[src/rtl/fg_pkg.sv]
// Shared timebase definitions: FSM state encoding and default widths that the
// waveform stage also uses.
package fg_pkg;

  localparam int unsigned FgCounterBitwidth   = 32;
  localparam int unsigned FgPrescalerBitwidth = 16;
  localparam int unsigned FgBurstBitwidth     = 16;

  typedef enum logic [1:0] {
    StIdle     = 2'd0,
    StRun      = 2'd1,
    StStopping = 2'd2
  } fg_state_e;

endpackage

[src/rtl/fg_prescaler.sv]
// Tick divider: counts 0..limit while enabled and emits a tick on the terminal
// count, then wraps. A synchronous clear parks the count at zero.
module fg_prescaler #(
  parameter int unsigned Width = 16
) (
  input  logic             clk_i,
  input  logic             rstn_i,
  input  logic             clear,
  input  logic             enable,
  input  logic [Width-1:0] limit,
  output logic             tick
);

  logic [Width-1:0] count_q, count_d;

  assign tick = enable && (count_q == limit);

  always_comb begin
    count_d = count_q;
    if (clear || tick) begin
      count_d = '0;
    end else if (enable) begin
      count_d = count_q + Width'(1);
    end
  end

  always_ff @(posedge clk_i or negedge rstn_i) begin
    if (!rstn_i) begin
      count_q <= '0;
    end else begin
      count_q <= count_d;
    end
  end

endmodule

[src/rtl/fg_timebase.sv]
// Waveform timebase: prescaled tick, period counter, burst/stop sequencing and
// a one-deep configuration shadow. Burst counting requires FG_TIMEBASE_BURST_EN.
module fg_timebase
  import fg_pkg::*;
#(
  parameter int unsigned COUNTER_BITWIDTH   = FgCounterBitwidth,
  parameter int unsigned PRESCALER_BITWIDTH = FgPrescalerBitwidth
) (
  input  logic                          clk_i,
  input  logic                          rstn_i,
  input  logic                          en_i,
  input  logic                          start_i,
  input  logic                          stop_i,
  input  logic                          cfg_valid_i,
  output logic                          cfg_ready_o,
  input  logic [PRESCALER_BITWIDTH-1:0] prescaler_i,
  input  logic [COUNTER_BITWIDTH-1:0]   period_i,
  input  logic [FgBurstBitwidth-1:0]    burst_count_i,
  output logic                          clk_en_o,
  output logic [COUNTER_BITWIDTH-1:0]   CR_o,
  output logic                          running_o,
  output logic                          period_start_o,
  output logic                          done_o
);

  fg_state_e state_q, state_d;

  logic [COUNTER_BITWIDTH-1:0]   cr_q, cr_d;
  logic [COUNTER_BITWIDTH-1:0]   period_act_q, period_act_d;
  logic [COUNTER_BITWIDTH-1:0]   period_sh_q, period_sh_d;
  logic [PRESCALER_BITWIDTH-1:0] presc_act_q, presc_act_d;
  logic [PRESCALER_BITWIDTH-1:0] presc_sh_q, presc_sh_d;
  logic [FgBurstBitwidth-1:0]    remaining_q, remaining_d;
  logic [FgBurstBitwidth-1:0]    burst_load;
  logic                          sh_full_q, sh_full_d;
  logic                          done_q, done_d;

  logic running;
  logic tick;
  logic boundary;
  logic finish;
  logic presc_clear;

`ifdef FG_TIMEBASE_BURST_EN
  assign burst_load = burst_count_i;
`else
  // Continuous runs only; remaining stays zero so bursts never complete.
  logic unused_burst;
  assign unused_burst = ^burst_count_i;
  assign burst_load   = '0;
`endif

  assign running     = (state_q != StIdle);
  assign presc_clear = (state_d == StIdle);

  fg_prescaler #(
    .Width (PRESCALER_BITWIDTH)
  ) u_prescaler (
    .clk_i  (clk_i),
    .rstn_i (rstn_i),
    .clear  (presc_clear),
    .enable (running),
    .limit  (presc_act_q),
    .tick   (tick)
  );

  assign boundary = tick && (cr_q == period_act_q);

  always_comb begin
    state_d     = state_q;
    cr_d        = cr_q;
    remaining_d = remaining_q;
    done_d      = 1'b0;
    finish      = 1'b0;
    if (!en_i) begin
      // Abort: silent return to idle, no completion pulse.
      state_d = StIdle;
      cr_d    = '0;
    end else begin
      unique case (state_q)
        StIdle: begin
          cr_d = '0;
          if (start_i && !stop_i) begin
            state_d     = StRun;
            remaining_d = burst_load;
          end
        end
        StRun, StStopping: begin
          if (tick) begin
            cr_d = boundary ? '0 : cr_q + COUNTER_BITWIDTH'(1);
          end
          if (boundary && (remaining_q != '0)) begin
            remaining_d = remaining_q - FgBurstBitwidth'(1);
          end
          // Burst completion and a pending stop on the same boundary give one done.
          finish = boundary &&
                   ((state_q == StStopping) || (remaining_q == FgBurstBitwidth'(1)));
          if (finish) begin
            state_d = StIdle;
            done_d  = 1'b1;
          end else if ((state_q == StRun) && stop_i) begin
            state_d = StStopping;
          end
        end
        default: begin
          state_d = StIdle;
          cr_d    = '0;
        end
      endcase
    end
  end

  // Shadow is promoted while idle, or only on a period boundary while running.
  always_comb begin
    sh_full_d    = sh_full_q;
    presc_sh_d   = presc_sh_q;
    period_sh_d  = period_sh_q;
    presc_act_d  = presc_act_q;
    period_act_d = period_act_q;
    if (sh_full_q && ((state_q == StIdle) || (en_i && boundary))) begin
      presc_act_d  = presc_sh_q;
      period_act_d = period_sh_q;
      sh_full_d    = 1'b0;
    end else if (cfg_valid_i && !sh_full_q) begin
      presc_sh_d  = prescaler_i;
      period_sh_d = period_i;
      sh_full_d   = 1'b1;
    end
  end

  always_ff @(posedge clk_i or negedge rstn_i) begin
    if (!rstn_i) begin
      state_q      <= StIdle;
      cr_q         <= '0;
      remaining_q  <= '0;
      done_q       <= 1'b0;
      sh_full_q    <= 1'b0;
      presc_sh_q   <= '0;
      period_sh_q  <= '0;
      presc_act_q  <= '0;
      period_act_q <= '0;
    end else begin
      state_q      <= state_d;
      cr_q         <= cr_d;
      remaining_q  <= remaining_d;
      done_q       <= done_d;
      sh_full_q    <= sh_full_d;
      presc_sh_q   <= presc_sh_d;
      period_sh_q  <= period_sh_d;
      presc_act_q  <= presc_act_d;
      period_act_q <= period_act_d;
    end
  end

  assign clk_en_o       = tick;
  assign CR_o           = cr_q;
  assign running_o      = running;
  assign period_start_o = tick && (cr_q == '0);
  assign done_o         = done_q;
  assign cfg_ready_o    = !sh_full_q;

endmodule

[config.mk]
export PLATFORM = sky130hd
export DESIGN_NAME = fg_timebase
export DESIGN_NICKNAME = d
export VERILOG_FILES = /design/src/rtl/fg_pkg.sv /design/src/rtl/fg_prescaler.sv /design/src/rtl/fg_timebase.sv
export SDC_FILE = /design/constraint.sdc
export NUM_CORES = 1
export LEC_CHECK = 0
export CAP_MARGIN = 20
export CORE_MARGIN = 3
export CORE_UTILIZATION = 45
export CTS_BUF_LIST = sky130_fd_sc_hd__clkbuf_8 sky130_fd_sc_hd__clkbuf_16
export DETAILED_ROUTE_END_ITERATION = 7
export PLACE_DENSITY = 0.75
export SKIP_CTS_REPAIR_TIMING = 1
export SLEW_MARGIN = 20
export SYNTH_ARGS = -nofsm -noshare
export SYNTH_HDL_FRONTEND = slang
export SYNTH_SLANG_ARGS = --single-unit
[constraint.sdc]
create_clock -name clk_i -period 7.5 [get_ports clk_i]
set_input_delay 1.5 -clock clk_i [delete_from_list [all_inputs] [get_ports clk_i]]
set_output_delay 1.5 -clock clk_i [all_outputs]
set_load 0.01 [all_outputs]
# Word level (Yosys, flattened, before mapping)
# Cells that the tools add are included.
# word_totals
regBits	164
inputBits	70
out_inout_bits	37
wordCells	67
# classes
addsub	3
n_eq_ne	8
n_mux	19
n_bitwise	1
n_reduce_logical	26
# ops
operator	count
$mux 32	4
$mux 16	4
$add 32x1->32 const B	1
$eq 32x32->1	1
$logic_not 32->1	1
$pmux 16 s2	1
$add 16x1->16 const B	1
$eq 16x1->1 const B	1
$eq 16x16->1	1
$reduce_bool 16->1	1
$sub 16x1->16 const B	1
$logic_and 1x1->1	10
$mux 2	4
$reduce_bool 2->1	4
$mux 1	5
$logic_not 2->1	2
$ne 2x2->1 const B	2
$pmux 2 s2	1
$reduce_and 4->1	1
$logic_or 1x1->1	3
$ne 3x3->1 const B	1
$eq 2x1->1 const B	1
$eq 2x2->1 const B	1
$logic_not 1->1	2
3 further kinds	3

# Logic depth before layout (Yosys ltp)
# Gate-level depths: netlist of run 1.
# logic_depth
depth_word	10
mapped_depth	9
mapped_depth_nobuf	8

# Hierarchy
# Synthesis of run 1 repeated with hierarchy kept, for this count alone.
# unflattened
cells_unflattened	758
hier_area_um2	8334.2
# by_module_without_submodules
module	n_inst	cells_each	area_per_inst_um2	seq_area_each_um2
fg_timebase	1	656	7348.3	3703.6
fg_prescaler	1	102	985.9	400.4

# Least setup slack after synthesis of run 1
# Ideal clock, no wire load.
# synth_timing
path_kind	reg2out
from	register u_prescaler.count_q[5]
to	output period_start_o
arrival_ns	2.109
required_time_ns	6.000
setup_slack_ns	3.891
path_stages_with_launch	8
cell_sequence	dfrtp_1 > xor2_1 > nor4_4 > and4_1 > nand2_1 > clkbuf_1 > clkbuf_1 > nor3_1
# synth_between
elab_chain_len	3
# synth_lines
item	line_no	text
start: declaration	fg_prescaler.sv:14	logic [Width-1:0] count_q, count_d;
start signal: assignment	fg_prescaler.sv:31	count_q <= count_d;
$eq 16x16->1	fg_prescaler.sv:16	assign tick = enable && (count_q == limit);
$logic_and 1x1->1	fg_prescaler.sv:16	
$logic_and 1x1->1	fg_timebase.sv:158	assign period_start_o = tick && (cr_q == '0);
end: declaration	fg_timebase.sv:22	output logic period_start_o,
# Every way passes these cells.

# Worst setup path after layout of run 1
# layout_timing
from	register state_q[1]
to	output clk_en_o
# layout_between
elab_chain_len	2
# layout_lines
item	line_no	text
start: declaration	fg_timebase.sv:26	fg_state_e state_q, state_d;
start signal: assignment	fg_timebase.sv:133	state_q <= StIdle;
start signal: assignment	fg_timebase.sv:143	state_q <= state_d;
$reduce_bool 2->1	fg_timebase.sv:53	assign running = (state_q != StIdle);
$logic_and 1x1->1	fg_prescaler.sv:16	
end: declaration	fg_timebase.sv:19	output logic clk_en_o,
# Every way passes these cells.

==> results.py, run 1 <==
metrics = {
    "sta": {
        "finalSetupViolations": 0,
        "layout_setup_ws_ps": 2020,
        "relSlewSlack_pct": 35.1,
        "fin_hold_ws_ps": 497,
        "final.min_clock_period_ps": 5480,
        "period_share_pct": 73.1,
        "timing.setup.tns_ps": 0,
        "timing_hold_violations_final": 0,
        "worst_pin_slew_ps": 965,
        "fmax_ghz": 0.182,
        "final.setup_skew_ps": 12.4,
        "grt_setup_unrepaired": "no",
        "maxSlewViolCount": 0,
    },
    "grt": {
        "maximum_number_of_pins_on_one_net_before_global_route_repair": 107,
        "grt_pass1_wl_mm": 31.4,
        "grt_busiest_layer": "met2",
        "gr-usage-met2_pct": 29.6,
        "grt_pass1_vias": 5914,
        "number_of_antenna_violations_at_the_first_check_in_global_routing": 0,
        "grt_use_met1_pct": 28.5,
        "globalRouteTotalUtil_pct": 19.6,
        "globalRouteOverflowTotal": 0,
        "gr-usage-met3_pct": 4.15,
    },
    "setup_path": {
        "timing.critical_path.to_type": "output pin",
        "cp_data_required_time_ps": 6000,
        "critical-path-max-stage-delay_ps": 840,
        "worst_path_most_repeated_cell": "inv_1",
        "critical_path_peak_fanout": 27,
        "critical_path_arrival_ps": 3980,
        "setup.worst_path.class": "register to output pin",
        "crit_slowest_cell": "nand2_1",
        "crit_path_cell_trace": "inv_1, ha_1, clkinv_1, nand2_1, inv_1, clkdlybuf4s50_1",
        "worst_setup_path_start_kind": "register",
    },
    "placement": {
        "dp_hpwl_mm": 13.3,
        "preCtsSetupSlack_ps": 2540,
        "io_buffers": 90,
        "gpl.final_weighted_congestion": 0.914,
    },
    "logic_synthesis": {
        "synth-seq-area-share_pct": 49.5,
        "postSynthAreaPerCell_um2": 11.0,
        "synth-seq-cells": 164,
        "syn_area_um2": 8290,
        "synth-edff-count": 0,
        "synth-main-ff-cell": "dfrtp_1",
        "netlist_instances": 755,
        "synth-async-reset-ratio_pct": 100,
        "synth.net_count": 835,
        "synth_warnings": 0,
        "synth.distinct_cells": 49,
    },
    "die": {
        "initial_core_util_pct": 46.0,
        "fp-row-count": 49,
        "die_x_um": 142,
        "core_area_um2": 18000,
        "ios": 107,
        "floorplan.die_area_um2": 20100,
        "die_h_um": 142,
    },
    "detailed_routing": {
        "drt_pass1_iterations": 6,
        "vias_per_cell": 5.90,
        "drc": 0,
        "dr.first_iter.drc_count": 636,
        "postRouteAntennaNets": 0,
        "totalWireLength_mm": 19.1,
        "dr_total_vias": 6247,
        "routed_wire_length_per_instance_um": 18.0,
    },
    "final_layout": {
        "fin_util_pct": 55.1,
        "layout-area-overhead-vs-synth_pct": 19.7,
        "drive_above_1_share_pct": 16.7,
        "final_common_cell": "dfrtp_1",
        "antennaDiodeCount": 0,
        "fillers": 1562,
        "finish.net_count": 898,
        "layout_common_cells": "dfrtp_1 (164), mux2_2 (90), clkdlybuf4s50_1 (89), nand2_1 (50)",
    },
    "clock_tree": {
        "cts_root_buf": "clkbuf_16",
        "cts-buffers-inserted": 17,
        "clk-insertion-delay-late_ps": 440,
        "clk_transition_reported_paths_ps": 70,
        "cts_tree": "yes",
        "clk_path_buf_depth": 2,
        "clkSinkCount": 164,
        "htree_num_levels": 4,
    },
    "job": {
        "drv.max_cap_violation_count": 0,
    },
    "power_and_ir_drop": {
        "max-vdd-ir-drop_v": 0.000174,
        "power.static_leakage_nw": 3.88,
        "power_density_nw_per_um2": 254,
    },
    "hold_path": {
        "tightest_hold_check_type": "register to register",
    },
    "status": {
        "run_status": "finished, final reports clean",
    },
}
## sequential cells by signal (all words and copies together), names as in the netlist
register / flops
CR_o: 32
period_act_q: 32
period_sh_q: 32
presc_act_q: 16
presc_sh_q: 16
remaining_q: 16
u_prescaler.count_q: 16
state_q: 2
done_o: 1
sh_full_q: 1
## per-stage QoR
step | area, µm² | power (mW) | std cells
2_1_floorplan | 8290 | 1.51 | 755
3_3_place_gp | 9340 | 1.64 | 1028
3_5_place_dp | 9340 | 1.67 | 1028
4_1_cts | 9920 | 2.55 | 1059
5_1_grt | 9920 | 2.65 | 1059
6_report | 9920 | 2.53 | 1059
## cell usage after synthesis, drive strengths merged (5+ instances only)
cell type | n | area, µm²
nand3 | 25 | 125
or4 | 22 | 165
nand2 | 50 | 188
a21oi | 38 | 190
o211ai | 6 | 45.0
o31ai | 15 | 113
o21ai | 12 | 60.1
nor2 | 38 | 143
and4 | 6 | 52.6
dfrtp | 164 | 4100
o41ai | 5 | 43.8
a2bb2oi | 5 | 43.8
xnor2 | 38 | 333
or3 | 6 | 37.5
nor2b | 5 | 31.3
nand4 | 27 | 184
a31oi | 9 | 56.3
mux2 | 97 | 1090
clkbuf | 37 | 139
nor4 | 22 | 198
nand2b | 10 | 62.6
and2 | 5 | 31.3
ha | 10 | 125
and3 | 8 | 50.1
buf | 13 | 55.1
inv | 12 | 45.0
xor2 | 28 | 245
nor3 | 9 | 45.0
mux2i | 6 | 60.1
## per-layer routing
metal | vias to the layer above | part of all wire [%]
li1 | 2885 | -
met1 | 3091 | 46
met2 | 241 | 45
met3 | 30 | 6.1
met4 | 0 | 2.2
met5 | - | 0
## logic make-up after synthesis
group | share of synthesized area, %
muxes | 13.9
DFF | 49.5
xor gates and xnor gates | 6.97
and+or+nand+nor | 17.0
AOI/OAI and AO/OA | 8.18
adders and majority gates | 1.51
buffers and inverters | 2.93
## cell type report
cell class                      instances  area [µm²]  share of cell area (%)
Sequential cell                       164        4100                    41.4
Multi-Input combinational cell        528        3960                    39.9
Timing Repair Buffer                   94         932                    9.39
Clock buffer                           17         425                    4.29
Tap cell                              229         287                    2.89
Clock inverter                         14         164                    1.65
Inverter                               13        48.8                   0.492
## path summary, 6_finish.rpt
path | start | end | slack, ps | cells past startpoint
max | state_q[1] | clk_en_o | 2020 | 6
min | presc_sh_q[6] | presc_act_q[6] | 500 | 1
max reg2reg | state_q[1] | u_prescaler.count_q[12] | 3910 | 6
min reg2reg | presc_sh_q[6] | presc_act_q[6] | 500 | 1
max in group asynchronous | rstn_i | CR_o[30] | 4970 | 2
min in group asynchronous | rstn_i | CR_o[19] | 1210 | 1
## critical path, delay by kind of cell, from the launching register on
kind          cells  cell delay [ps]
fa+ha+maj         1              690
buf+inv           4             1550
flops             1              450
simple gates      1              840
## power breakdown
part	internal, mW	switching, mW
clock network	0.499	0.381
registers	1.06	0.126
logic	0.259	0.204
total	1.81	0.711
Power figures use the tool's default switching activity.
==> inputs of run 2 (changes only) <==
--- a/config.mk
+++ b/config.mk
@@ -10,7 +10,7 @@
 export CORE_UTILIZATION = 45
 export CTS_BUF_LIST = sky130_fd_sc_hd__clkbuf_8 sky130_fd_sc_hd__clkbuf_16
 export DETAILED_ROUTE_END_ITERATION = 7
-export PLACE_DENSITY = 0.75
+export PLACE_DENSITY = 0.78
 export SKIP_CTS_REPAIR_TIMING = 1
 export SLEW_MARGIN = 20
 export SYNTH_ARGS = -nofsm -noshare
==> constraint.sdc (replaced) <==
create_clock -name clk_i -period 4.7 [get_ports clk_i]
set_input_delay 0.94 -clock clk_i [delete_from_list [all_inputs] [get_ports clk_i]]
set_output_delay 0.94 -clock clk_i [all_outputs]
set_load 0.01 [all_outputs]
==> results.py, run 2 (synthesized netlist as in run 1, its figures left out) <==
metrics = {
    "final_layout": {
        "layout-area-overhead-vs-synth_pct": 20.6,
        "antennaDiodeCount": 0,
        "fillers": 1529,
        "seqCellArea_um2": 4100,
        "finish.net_count": 901,
        "drive_above_1_share_pct": 17.1,
        "final_common_cell": "dfrtp_1",
        "layout_common_cells": "dfrtp_1 (164), mux2_2 (90), clkdlybuf4s50_1 (89), nand2_1 (50)",
        "multi_input_comb_area_um2": 3960,
    },
    "grt": {
        "globalRouteTotalUtil_pct": 20.2,
        "maximum_number_of_pins_on_one_net_before_global_route_repair": 102,
        "grt_pass1_vias": 6044,
        "number_of_antenna_violations_at_the_first_check_in_global_routing": 0,
        "globalRouteOverflowTotal": 0,
        "grt_pass1_wl_mm": 32.4,
    },
    "hold_path": {
        "tightest_hold_check_type": "register to register",
        "worstHoldPathCells": 1,
        "holdCritStartpoint": "presc_sh_q[8]",
        "whs_endpoint": "presc_act_q[8]",
    },
    "setup_path": {
        "setup.worst_path.class": "register to output pin",
        "worst_setup_path_start_kind": "register",
        "critical-path-max-stage-delay_ps": 590,
        "depth_of_the_most_critical_reg_to_reg_path": 6,
        "crit_path_cell_trace": "xor2_1, nor4_4, and4_1, nand2_1, nor3_1, clkdlybuf4s50_1",
        "timing.critical_path.to_type": "output pin",
        "path_delay_family": "simple AND/OR/NAND/NOR gates",
        "critical_path_arrival_ps": 3030,
        "regToRegStartpoint": "CR_o[22]",
        "path_depth": 6,
        "critical_path_buf_inv_count": 1,
        "worstReg2RegEnd": "remaining_q[8]",
        "critical_path_peak_fanout": 10,
        "reg2reg_slack_ps": 1460,
        "cp_data_required_time_ps": 3760,
        "crit_slowest_cell": "clkdlybuf4s50_1",
    },
    "power_and_ir_drop": {
        "seq_power_share_pct": 46.0,
        "power_density_nw_per_um2": 412,
        "max-vdd-ir-drop_v": 0.000305,
        "power_switching_share_pct": 27.9,
        "power.static_leakage_nw": 3.91,
        "pwr-share-clk_pct": 35.9,
        "cell_internal_pwr_mw": 2.97,
        "combinationalPowerShare_pct": 18.1,
        "p_total_mw": 4.12,
        "total_switching_power_mw": 1.15,
    },
    "clock_tree": {
        "htree_num_levels": 4,
        "cts-buffers-inserted": 17,
        "cts_tree": "yes",
        "clk_path_buf_depth": 2,
        "clk-insertion-delay-late_ps": 430,
        "cts_root_buf": "clkbuf_16",
        "clk_transition_reported_paths_ps": 70,
        "clkSinkCount": 164,
    },
    "sta": {
        "relSlewSlack_pct": 35.3,
        "maxSlewViolCount": 0,
        "grt_setup_unrepaired": "no",
        "final.setup_skew_ps": 6.43,
        "timing.setup.tns_ps": 0,
        "final.min_clock_period_ps": 3970,
        "timing_hold_violations_final": 0,
        "fin_hold_ws_ps": 483,
        "period_share_pct": 84.5,
        "fmax_ghz": 0.252,
        "finalSetupViolations": 0,
        "worst_pin_slew_ps": 962,
    },
    "detailed_routing": {
        "postRouteAntennaNets": 0,
        "dr_total_vias": 6312,
        "drc": 0,
        "vias_per_cell": 5.94,
        "routed_wire_length_per_instance_um": 18.7,
        "drt_pass1_iterations": 5,
        "dr.first_iter.drc_count": 826,
        "totalWireLength_mm": 19.9,
    },
    "placement": {
        "dp_hpwl_mm": 13.6,
        "io_buffers": 90,
        "gpl.final_weighted_congestion": 0.915,
    },
    "status": {
        "run_status": "finished, final reports clean",
    },
    "die": {
        "die_h_um": 142,
        "die_x_um": 142,
        "floorplan.die_area_um2": 20100,
        "ios": 107,
        "initial_core_util_pct": 46.0,
        "core_area_um2": 18000,
        "fp-row-count": 49,
    },
    "job": {
        "drv.max_cap_violation_count": 0,
    },
}
## run 2: cell types whose count changed in the layout (fill, tap and decap cells not counted)
cell,change
buf_4,+2
clkinv_2,-1
bufinv_16,+1
inv_6,-1
clkbuf_8,+1
clkinv_4,+1
buf_12,+1
## run 2: area by class of cell
| type | count | area share, % |
|---|---|---|
| sequential | 164 | 41.0 |
| clock buffer | 18 | 4.39 |
| multi-input combinational | 528 | 39.6 |
| tap | 229 | 2.87 |
| timing repair buffer | 97 | 9.67 |
| clock inverter | 14 | 1.89 |
| inverter | 13 | 0.488 |
## run 2: worst max-delay path by stage
stage / from / endpoint / slack [ps]
finish: u_prescaler.count_q[7] / period_start_o / 730
global placement: u_prescaler.count_q[1] / period_start_o / 1230
floorplan: u_prescaler.count_q[5] / period_start_o / 1650
global route: u_prescaler.count_q[9] / period_start_o / 610
CTS: u_prescaler.count_q[7] / period_start_o / 720
detailed placement: u_prescaler.count_q[7] / period_start_o / 1210
## run 2: metrics by stage
| step | util, % | area (µm²) | setup slack, ps | cells |
|---|---|---|---|---|
| finish | 55.5 | 10000 | 727 | 1063 |
| global route | 55.5 | 10000 | 605 | 1063 |
| CTS | 55.5 | 10000 | 716 | 1063 |
| detailed placement | 52.0 | 9370 | 1210 | 1031 |
| global placement | 52.0 | 9370 | 1230 | 1031 |
| floorplan | - | 8290 | 1650 | 755 |
## run 2: metal layers
| metal | routed length (µm) | share of wire [%] | GRT usage (%) | vias to the layer above |
|---|---|---|---|---|
| li1 | - | - | - | 2881 |
| met1 | 8940 | 45 | 29.0 | 3129 |
| met2 | 9360 | 47 | 30.7 | 249 |
| met3 | 1060 | 5.3 | 3.51 | 53 |
| met4 | 536 | 2.7 | 8.08 | 0 |
| met5 | 0 | 0 | 0 | - |
## run 2: power groups by stage
stage          Clock (mW)  Combinational (mW)  Sequential [mW]
2_1_floorplan           0               0.569             1.84
3_3_place_gp            0               0.721             1.90
3_5_place_dp            0               0.745             1.91
4_1_cts              1.50               0.756             1.89
5_1_grt              1.57               0.822             1.92
6_report             1.48               0.746             1.89
## run 2: worst register-to-register path: cells and delay by family, from the launching register on
kind | cells | cell delay (ps)
AND/OR/NAND/NOR | 4 | 2170
flip-flops | 1 | 520
XOR/XNOR | 1 | 320
AO/OA/AOI/OAI | 1 | 160
==> inputs of run 3 (changes only) <==
--- a/config.mk
+++ b/config.mk
@@ -10,7 +10,7 @@
 export CORE_UTILIZATION = 45
 export CTS_BUF_LIST = sky130_fd_sc_hd__clkbuf_8 sky130_fd_sc_hd__clkbuf_16
 export DETAILED_ROUTE_END_ITERATION = 7
-export PLACE_DENSITY = 0.78
+export PLACE_DENSITY = 0.75
 export SKIP_CTS_REPAIR_TIMING = 1
 export SLEW_MARGIN = 20
 export SYNTH_ARGS = -nofsm -noshare
==> constraint.sdc (replaced) <==
create_clock -name clk_i -period 3.7 [get_ports clk_i]
set_input_delay 0.74 -clock clk_i [delete_from_list [all_inputs] [get_ports clk_i]]
set_output_delay 0.74 -clock clk_i [all_outputs]
set_load 0.01 [all_outputs]
==> results.py, run 3 (synthesized netlist as in run 1, its figures left out) <==
metrics = {
    "status": {
        "run_status": "finished, final reports clean",
    },
    "setup_path": {
        "setup.worst_path.class": "register to output pin",
        "worst_setup_path_endpoint": "clk_en_o",
        "critical-path-max-stage-delay_ps": 600,
        "critical_path_buf_inv_count": 2,
        "critical_path_arrival_ps": 2830,
        "crit_path_cell_trace": "xor2_1, nor4_4, and4_2, nand2_2, inv_1, clkdlybuf4s50_1",
        "critical_path_peak_fanout": 7,
        "regToRegStartpoint": "CR_o[8]",
        "worst_setup_path_start_kind": "register",
        "crit_start": "u_prescaler.count_q[1]",
        "reg2reg_slack_ps": 800,
        "depth_of_the_most_critical_reg_to_reg_path": 7,
        "path_depth": 6,
        "timing.critical_path.to_type": "output pin",
        "crit_slowest_cell": "clkdlybuf4s50_1",
        "cp_data_required_time_ps": 2960,
        "path_delay_family": "simple AND/OR/NAND/NOR gates",
        "worstReg2RegEnd": "presc_act_q[11]",
    },
    "detailed_routing": {
        "routed_wire_length_per_instance_um": 17.9,
        "dr.first_iter.drc_count": 570,
        "dr_total_vias": 6240,
        "drc": 0,
        "drt_pass1_iterations": 5,
        "postRouteAntennaNets": 0,
        "totalWireLength_mm": 19.1,
        "vias_per_cell": 5.82,
    },
    "placement": {
        "placed_instances": 1040,
        "io_buffers": 90,
        "gpl.final_weighted_congestion": 0.898,
        "dp_hpwl_mm": 13.5,
        "preCtsSetupSlack_ps": 467,
        "dpl_cell_area_um2": 9440,
    },
    "clock_tree": {
        "clk_path_buf_depth": 2,
        "htree_num_levels": 4,
        "clk_transition_reported_paths_ps": 70,
        "cts-buffers-inserted": 17,
        "clkSinkCount": 164,
        "cts_root_buf": "clkbuf_16",
        "clk-insertion-delay-late_ps": 440,
        "cts_tree": "yes",
    },
    "final_layout": {
        "layout-area-overhead-vs-synth_pct": 20.7,
        "multi_input_comb_area_um2": 3970,
        "design_area_um2": 10000,
        "finish.net_count": 910,
        "fin_util_pct": 55.5,
        "antennaDiodeCount": 0,
        "drive_above_1_share_pct": 18.4,
        "seqCellArea_um2": 4100,
        "fillers": 1559,
        "layout_common_cells": "dfrtp_1 (164), mux2_2 (90), clkdlybuf4s50_1 (89), nand2_1 (49)",
        "instances_no_fill": 1072,
        "final_common_cell": "dfrtp_1",
    },
    "grt": {
        "globalRouteTotalUtil_pct": 19.7,
        "number_of_antenna_violations_at_the_first_check_in_global_routing": 0,
        "grt_pass1_vias": 5844,
        "globalRouteOverflowTotal": 0,
        "maximum_number_of_pins_on_one_net_before_global_route_repair": 70,
        "grt_pass1_wl_mm": 31.4,
    },
    "sta": {
        "period_share_pct": 96.5,
        "fmax_ghz": 0.280,
        "worst_pin_slew_ps": 773,
        "finalSetupViolations": 0,
        "fin_hold_ws_ps": 310,
        "final.setup_skew_ps": 12.0,
        "layout_setup_ws_ps": 128,
        "maxSlewViolCount": 0,
        "final.min_clock_period_ps": 3570,
        "relSlewSlack_pct": 48.0,
        "grt_setup_unrepaired": "no",
        "timing_hold_violations_final": 0,
    },
    "hold_path": {
        "tightest_hold_check_type": "input port to asynchronous set/reset pin",
    },
    "die": {
        "ios": 107,
        "floorplan.die_area_um2": 20100,
        "core_area_um2": 18000,
        "initial_core_util_pct": 46.0,
        "fp-row-count": 49,
        "die_h_um": 142,
        "die_x_um": 142,
    },
    "job": {
        "drv.max_cap_violation_count": 0,
    },
    "power_and_ir_drop": {
        "power.static_leakage_nw": 3.92,
        "max-vdd-ir-drop_v": 0.000432,
        "power_density_nw_per_um2": 502,
    },
}
==> run 3: worst min-delay path by stage <==
stage | start | endpoint | slack [ps] | cells past startpoint
after floorplan | rstn_i | CR_o[0] | 440 | 0
after global placement | period_sh_q[27] | period_act_q[27] | 470 | 1
after detailed placement | period_sh_q[27] | period_act_q[27] | 470 | 1
after CTS | rstn_i | CR_o[23] | 320 | 1
after global routing | rstn_i | period_sh_q[20] | 340 | 1
final | rstn_i | period_sh_q[23] | 310 | 1
==> run 3: layout make-up <==
class | instances | area share [%]
flip-flops and latches | 164 | 41.0
multi-input cells | 528 | 39.7
repair buffers | 106 | 10.3
clock buffers | 18 | 4.39
well taps | 229 | 2.86
clock inverters | 14 | 1.23
inverters | 13 | 0.488
==> run 3: through the flow <==
| stage | setup TNS (ps) | total power [mW] |
|---|---|---|
| 2_1_floorplan | 0 | 3.05 |
| 3_3_place_gp | 0 | 3.34 |
| 3_5_place_dp | 0 | 3.38 |
| 4_1_cts | -4.69 | 5.07 |
| 5_1_grt | 0 | 5.28 |
| 6_report | 0 | 5.03 |
==> run 3: per-layer routing <==
| layer | share of wire (%) | GRT usage, % |
|---|---|---|
| met5 | 0 | 0 |
| met3 | 6.2 | 3.98 |
| met2 | 45 | 29.5 |
| met4 | 2.2 | 6.31 |
| met1 | 46 | 28.8 |
==> run 3: worst register-to-register path: stages (launching register included) <==
cell and delay, ps:
dfrtp_1 540, xnor2_1 170, nand4_1 190, nor4_1 710, and4_1 400, o21ai_4 60, buf_4 310, mux2_1 420
==> run 3: where the power goes <==
| group | internal [mW] | switching (mW) |
|---|---|---|
| Combinational | 0.530 | 0.407 |
| Clock | 0.897 | 0.797 |
| Sequential | 2.14 | 0.254 |
| Total | 3.57 | 1.46 |
